**src/rtl/keypad_pkg.sv**
```systemverilog
// rtl/keypad_pkg.sv - shared key codes, debounce FSM states and key helpers
package keypad_pkg;

  localparam logic [3:0] KEY_CLEAR = 4'hD;
  localparam logic [3:0] KEY_BKSP  = 4'hE;
  localparam logic [3:0] KEY_ENTER = 4'hF;

  typedef enum logic [1:0] {
    ST_IDLE       = 2'd0,
    ST_PRESS_DB   = 2'd1,
    ST_HELD       = 2'd2,
    ST_RELEASE_DB = 2'd3
  } db_state_t;

  // Codes 0..9 are decimal digits; everything above is an edit/command key.
  function automatic logic is_digit(input logic [3:0] code);
    return (code <= 4'd9);
  endfunction

endpackage

```
**src/rtl/key_debounce.sv**
```systemverilog
// rtl/key_debounce.sv - turns the scanner's held level into one event per press
module key_debounce
  import keypad_pkg::*;
#(
  parameter int DEBOUNCE_CYCLES = 500000
) (
  input  logic       clk,
  input  logic       rst_n,
  input  logic       key_valid,
  input  logic [3:0] key_val,
  output logic       key_event,
  output logic [3:0] key_code
);

  localparam int CNT_W = (DEBOUNCE_CYCLES > 1) ? $clog2(DEBOUNCE_CYCLES) : 1;
  localparam logic [CNT_W-1:0] TERM     = CNT_W'(DEBOUNCE_CYCLES - 1);
  localparam logic [CNT_W-1:0] PRE_TERM = CNT_W'(DEBOUNCE_CYCLES - 2);

  db_state_t        state;
  logic [CNT_W-1:0] cnt;

  // The event is a strobe on the very edge where the count reaches terminal, so
  // the accumulator in the top updates on that same edge rather than one later.
  assign key_event = (state == ST_PRESS_DB) && key_valid &&
                     (key_val == key_code) && (cnt == PRE_TERM);

  // Press/release debounce FSM with a saturating stable-sample counter.
  always_ff @(posedge clk or negedge rst_n) begin
    if (!rst_n) begin
      state    <= ST_IDLE;
      cnt      <= '0;
      key_code <= '0;
    end else begin
      case (state)
        ST_IDLE: begin
          if (key_valid) begin
            state    <= ST_PRESS_DB;
            key_code <= key_val;
            cnt      <= '0;
          end
        end
        ST_PRESS_DB: begin
          if (!key_valid) begin
            state <= ST_IDLE;
            cnt   <= '0;
          end else if (key_val != key_code) begin
            key_code <= key_val;
            cnt      <= '0;
          end else if (cnt == PRE_TERM) begin
            cnt   <= TERM;
            state <= ST_HELD;
          end else if (cnt != TERM) begin
            cnt <= cnt + 1'b1;
          end
        end
        ST_HELD: begin
          if (!key_valid) begin
            state <= ST_RELEASE_DB;
            cnt   <= '0;
          end
        end
        ST_RELEASE_DB: begin
          if (key_valid) begin
            state <= ST_HELD;
          end else if (cnt == PRE_TERM) begin
            cnt   <= TERM;
            state <= ST_IDLE;
          end else if (cnt != TERM) begin
            cnt <= cnt + 1'b1;
          end
        end
        default: begin
          state <= ST_IDLE;
          cnt   <= '0;
        end
      endcase
    end
  end

endmodule

```
**src/rtl/keypad_entry.sv**
```systemverilog
// rtl/keypad_entry.sv - decimal number entry with commit/ack handshake to the IO bus
module keypad_entry
  import keypad_pkg::*;
#(
  parameter int WIDTH           = 16,
  parameter int MAX_DIGITS      = 4,
  parameter int DEBOUNCE_CYCLES = 500000
) (
  input  logic             clk,
  input  logic             key_en,
  input  logic             key_valid,
  input  logic [3:0]       key_val,
  input  logic             data_ack,
  output logic [WIDTH-1:0] entry_val,
  output logic [2:0]       digit_cnt,
  output logic [WIDTH-1:0] data_out,
  output logic             data_valid,
  output logic             overrun
);

  localparam logic [2:0] MAX_CNT = 3'(MAX_DIGITS);

  logic             key_event;
  logic [3:0]       key_code;
  logic [WIDTH-1:0] shifted_in;
  logic [WIDTH-1:0] shifted_out;
  logic             still_pending;

  key_debounce #(
    .DEBOUNCE_CYCLES(DEBOUNCE_CYCLES)
  ) u_debounce (
    .clk       (clk),
    .rst_n     (key_en),
    .key_valid (key_valid),
    .key_val   (key_val),
    .key_event (key_event),
    .key_code  (key_code)
  );

  // x*10 + d as shift-and-add; x/10 for backspace.
  assign shifted_in  = (entry_val << 3) + (entry_val << 1) + WIDTH'(key_code);
  assign shifted_out = entry_val / WIDTH'(10);

  // An ack in the same cycle frees the slot before an enter looks at it.
  assign still_pending = data_valid && !data_ack;

  // Accumulator, edit keys and commit/ack handshake; later assignments win.
  always_ff @(posedge clk or negedge key_en) begin
    if (!key_en) begin
      entry_val  <= '0;
      digit_cnt  <= '0;
      data_out   <= '0;
      data_valid <= 1'b0;
      overrun    <= 1'b0;
    end else begin
      if (data_ack && data_valid) begin
        data_valid <= 1'b0;
        overrun    <= 1'b0;
      end
      if (key_event) begin
        if (is_digit(key_code)) begin
          if (digit_cnt < MAX_CNT) begin
            entry_val <= shifted_in;
            digit_cnt <= digit_cnt + 3'd1;
          end
        end else begin
          case (key_code)
            KEY_BKSP: begin
              if (digit_cnt != 3'd0) begin
                entry_val <= shifted_out;
                digit_cnt <= digit_cnt - 3'd1;
              end
            end
            KEY_CLEAR: begin
              entry_val <= '0;
              digit_cnt <= '0;
            end
            KEY_ENTER: begin
              if (still_pending) begin
                overrun <= 1'b1;
              end else begin
                data_out   <= entry_val;
                data_valid <= 1'b1;
                entry_val  <= '0;
                digit_cnt  <= '0;
              end
            end
            default: ;
          endcase
        end
      end
    end
  end

endmodule

```
**config.mk**
```make
export PLATFORM = sky130hd
export DESIGN_NAME = keypad_entry
export DESIGN_NICKNAME = d
export VERILOG_FILES = /design/src/rtl/keypad_pkg.sv /design/src/rtl/key_debounce.sv /design/src/rtl/keypad_entry.sv
export SDC_FILE = /design/constraint.sdc
export NUM_CORES = 1
export LEC_CHECK = 0
export BUFFER_PORTS_ARGS = -buffer_cell sky130_fd_sc_hd__buf_4
export CAP_MARGIN = 10
export CORE_AREA = 8 8 113 115
export CTS_BUF_LIST = sky130_fd_sc_hd__clkbuf_8
export CTS_CLUSTER_DIAMETER = 100
export DETAILED_ROUTE_END_ITERATION = 7
export DIE_AREA = 0 0 121 123
export PLACE_DENSITY = 0.7
export REMOVE_ABC_BUFFERS = 1
export SETUP_SLACK_MARGIN = 0.2
export SYNTH_ARGS = -nofsm -noshare
export SYNTH_HDL_FRONTEND = slang
export SYNTH_SLANG_ARGS = --single-unit
```
**constraint.sdc**
```tcl
create_clock -name clk -period 9.55 [get_ports clk]
set_input_delay 1.91 -clock clk [delete_from_list [all_inputs] [get_ports clk]]
set_output_delay 1.91 -clock clk [all_outputs]
set_load 0.01 [all_outputs]
```
==> out/qor.yml <==
cells_and_area:
  multi_input_area_sq_um: 3750
  fill_cells: 1020
  syn_to_final_growth_pct: 8.53
  ff_latch_area_sq_um: 1550
  utilization_pct: 55.3
  antenna_cells: 0
  drive_gt1_share_pct: 15.2
  stdcell_count: 839
  nets: 733
global_routing:
  grt_pass1_wl_microns: 24300
  antenna_found_initial: 0
  grt_pass1_vias: 4963
  grt_max_degree: 63
  overflow: 0
  grt_usage_pct: 19.7
worst_setup_path:
  path_max_fanout: 31
  worstSetupStartpointType: "register"
  crit_chain: "or3b_1 -> a31oi_1 -> a311o_1 -> o21ai_0 -> and3_1 -> mux4_2 -> a21o_1 -> or2_1 -> o32ai_2 -> and2_1 -> a21oi_1 -> a2111o_1 -> o22ai_2 -> a211o_1 -> nand4b_1 -> a221o_1"
  cpMaxStageDelayCell: "dfrtp_1"
  r2r_cells: 16
  path_class: "reg -> reg"
  reg2reg_slack_ns: 3.66
  end_kind: "register"
  cp.arrival_ns: 6.13
  cp_slowest_stage_delay_ns: 0.92
  cp.required_ns: 9.79
route:
  post-route-drc-count: 0
  drt-pass1-iter-count: 8
  wl_per_cell_microns: 17.2
  vias: 5309
  avgViaCountPerCell: 6.33
  drt.antenna.violating_nets: 0
  wl_microns: 14400
  first_iter_violations: 454
floorplanning:
  coreArea_sq_um: 11100
  start_util_pct: 51.0
  rows: 39
  die_w_microns: 121
  die-height_microns: 123
  ioPinCount: 45
  die_area_sq_um: 14900
timing:
  post-route-min-period_ns: 5.89
  hold_slack_ns: 0.496
  finalSetupViolCount: 0
  rsz0062_at_grt: "false"
  skew_ns: 0.0141
  max-slew-margin-rel_pct: 37.3
  timing.final.max_slew_violations: 0
  hold_violations: 0
  fmax_mhz: 170
  setup_tns_ns: 0
  worstMarginPinSlew_ns: 0.941
  fin_crit_sh_pct: 61.7
job:
  cap_viol_max_count: 0
clock_network:
  post_cts_buffers: 0
  cts-root-buf: "clkbuf_8"
  ctsHoldBuffers: 0
  clock-sinks: 62
  cts_buffer_depth: 2
  clock_latency_ns: 0.36
  clkTransAtPathRegs_ns: 0.07
  cts-buffers-inserted: 9
  ctsHtreeMaxLevel: 3
  cts_resized: 0
  cts_tree: "built"
yosys:
  yosysWarnings: 0
  yosys.cell_types.count: 90
  post-synth-top-area-fraction_pct: 27.5
  avgSynthCellArea_sq_um: 8.30
  syn-cell-area_sq_um: 5650
  ys_ff_latch: 62
  ys_seq_area_share_pct: 27.5
  synth-edff-count: 0
  synth-async-reset-ratio_pct: 100
  synthFlopType: "dfrtp_1"
  syn_inst: 681
  synth_area_leaders: "dfrtp_1 (27%), ha_1 (6.9%), o21ai_0 (4.8%)"
  synth_area_leader_cell: "dfrtp_1"
placed_design:
  dp_hpwl_microns: 10100
  place_congestion: 0.869
  portBuffers: 44
  place_inst: 824
power:
  power.density_nw_per_um2: 115
  ir_worst_vdd_mv: 0.125
  p_leak_nw: 2.74
  p_total_w: 0.000703
worst_hold_path:
  hp-class: "reg -> reg"
  holdPathStages: 1
status:
  outcome: "complete, no violations"
==> worst max-delay path: cells and delay by family (launching register included) <==
kind | cells | cell delay (ns)
AOI/OAI and AO/OA | 10 | 2.74
DFF | 1 | 0.92
muxes | 1 | 0.51
and+or+nand+nor | 5 | 1.58
==> synthesized netlist by cell type (16+ instances only) <==
cell type,number
and3_1,16
mux2_2,19
clkbuf_1,28
inv_1,22
o21ai_0,54
nor2_1,53
ha_1,31
dfrtp_1,62
nand3_1,21
a21oi_1,45
nand2_1,57
xnor2_1,22
==> layout by cell type, fill, tap and decap left out, types with 5 or more instances in the layout <==
cell and instances:
o211ai_1 5, mux2_2 19, ha_1 31, or2_2 6
a31oi_1 7, nand4_1 10, and2_1 6, o21bai_1 11
nand2_1 57, buf_4 50, nand3_1 21, a211oi_1 13
nor3_1 13, dfrtp_1 62, nor2b_1 8, a221oi_1 6
a22o_1 7, o21ai_0 54, nand2b_1 12, a21o_1 10
clkbuf_8 10, and3_1 16, nor2_1 53, a21oi_1 45
xnor2_1 22, inv_1 23, a22oi_1 5
==> kinds of logic after synthesis <==
logic type / count (synthesis) / share of synthesized area (%)
compound gates: 222 / 26.7
xor+xnor: 28 / 4.61
fa+ha+maj: 35 / 7.93
buf+inv: 74 / 6.22
flops: 62 / 27.5
mux: 25 / 5.09
simple gates: 235 / 22.0
==> worst paths after layout <==
path / start / end
min: data_valid / overrun
max: entry_val[11] / entry_val[0]
min reg2reg: data_valid / overrun
max reg2reg: entry_val[11] / entry_val[0]
max in group asynchronous: key_en / u_debounce.cnt[3]
min in group asynchronous: key_en / digit_cnt[1]
==> layer usage <==
metal,vias to the layer above,global-route usage [%],part of all wire [%]
met2,154,31.4,47
met4,0,7.18,1.8
met3,21,2.83,4.3
met1,2570,26.6,47
li1,2564,-,-
met5,-,0,0
==> state kept, by name, indices dropped and copies added, names as in the netlist, named ones only <==
register             cells
data_out                16
entry_val               16
data_valid               1
digit_cnt                3
u_debounce.key_code      4
u_debounce.cnt          19
overrun                  1
u_debounce.state         1
==> power breakdown <==
group | total [W] | internal (W) | switching [W]
Sequential | 0.000307 | 0.000278 | 0.0000288
Combinational | 0.000169 | 0.0000627 | 0.000107
Clock | 0.000227 | 0.000124 | 0.000103
==> final cells by class <==
class	count	area share, %
timing repair buffer	50	6.12
multi-input combinational	545	61.1
tap	143	2.92
inverter	24	1.47
sequential	62	25.3
clock inverter	5	0.837
clock buffer	10	2.24
==> stage by stage <==
stage / instance area [sq um] / setup slack, ns
CTS: 6130 / 3.76
global route: 6130 / 3.28
global placement: 5940 / 3.96
floorplan: 5390 / 4.01
detailed placement: 5940 / 3.75
finish: 6130 / 3.66
No activity file was read; power rests on OpenSTA's default activity.
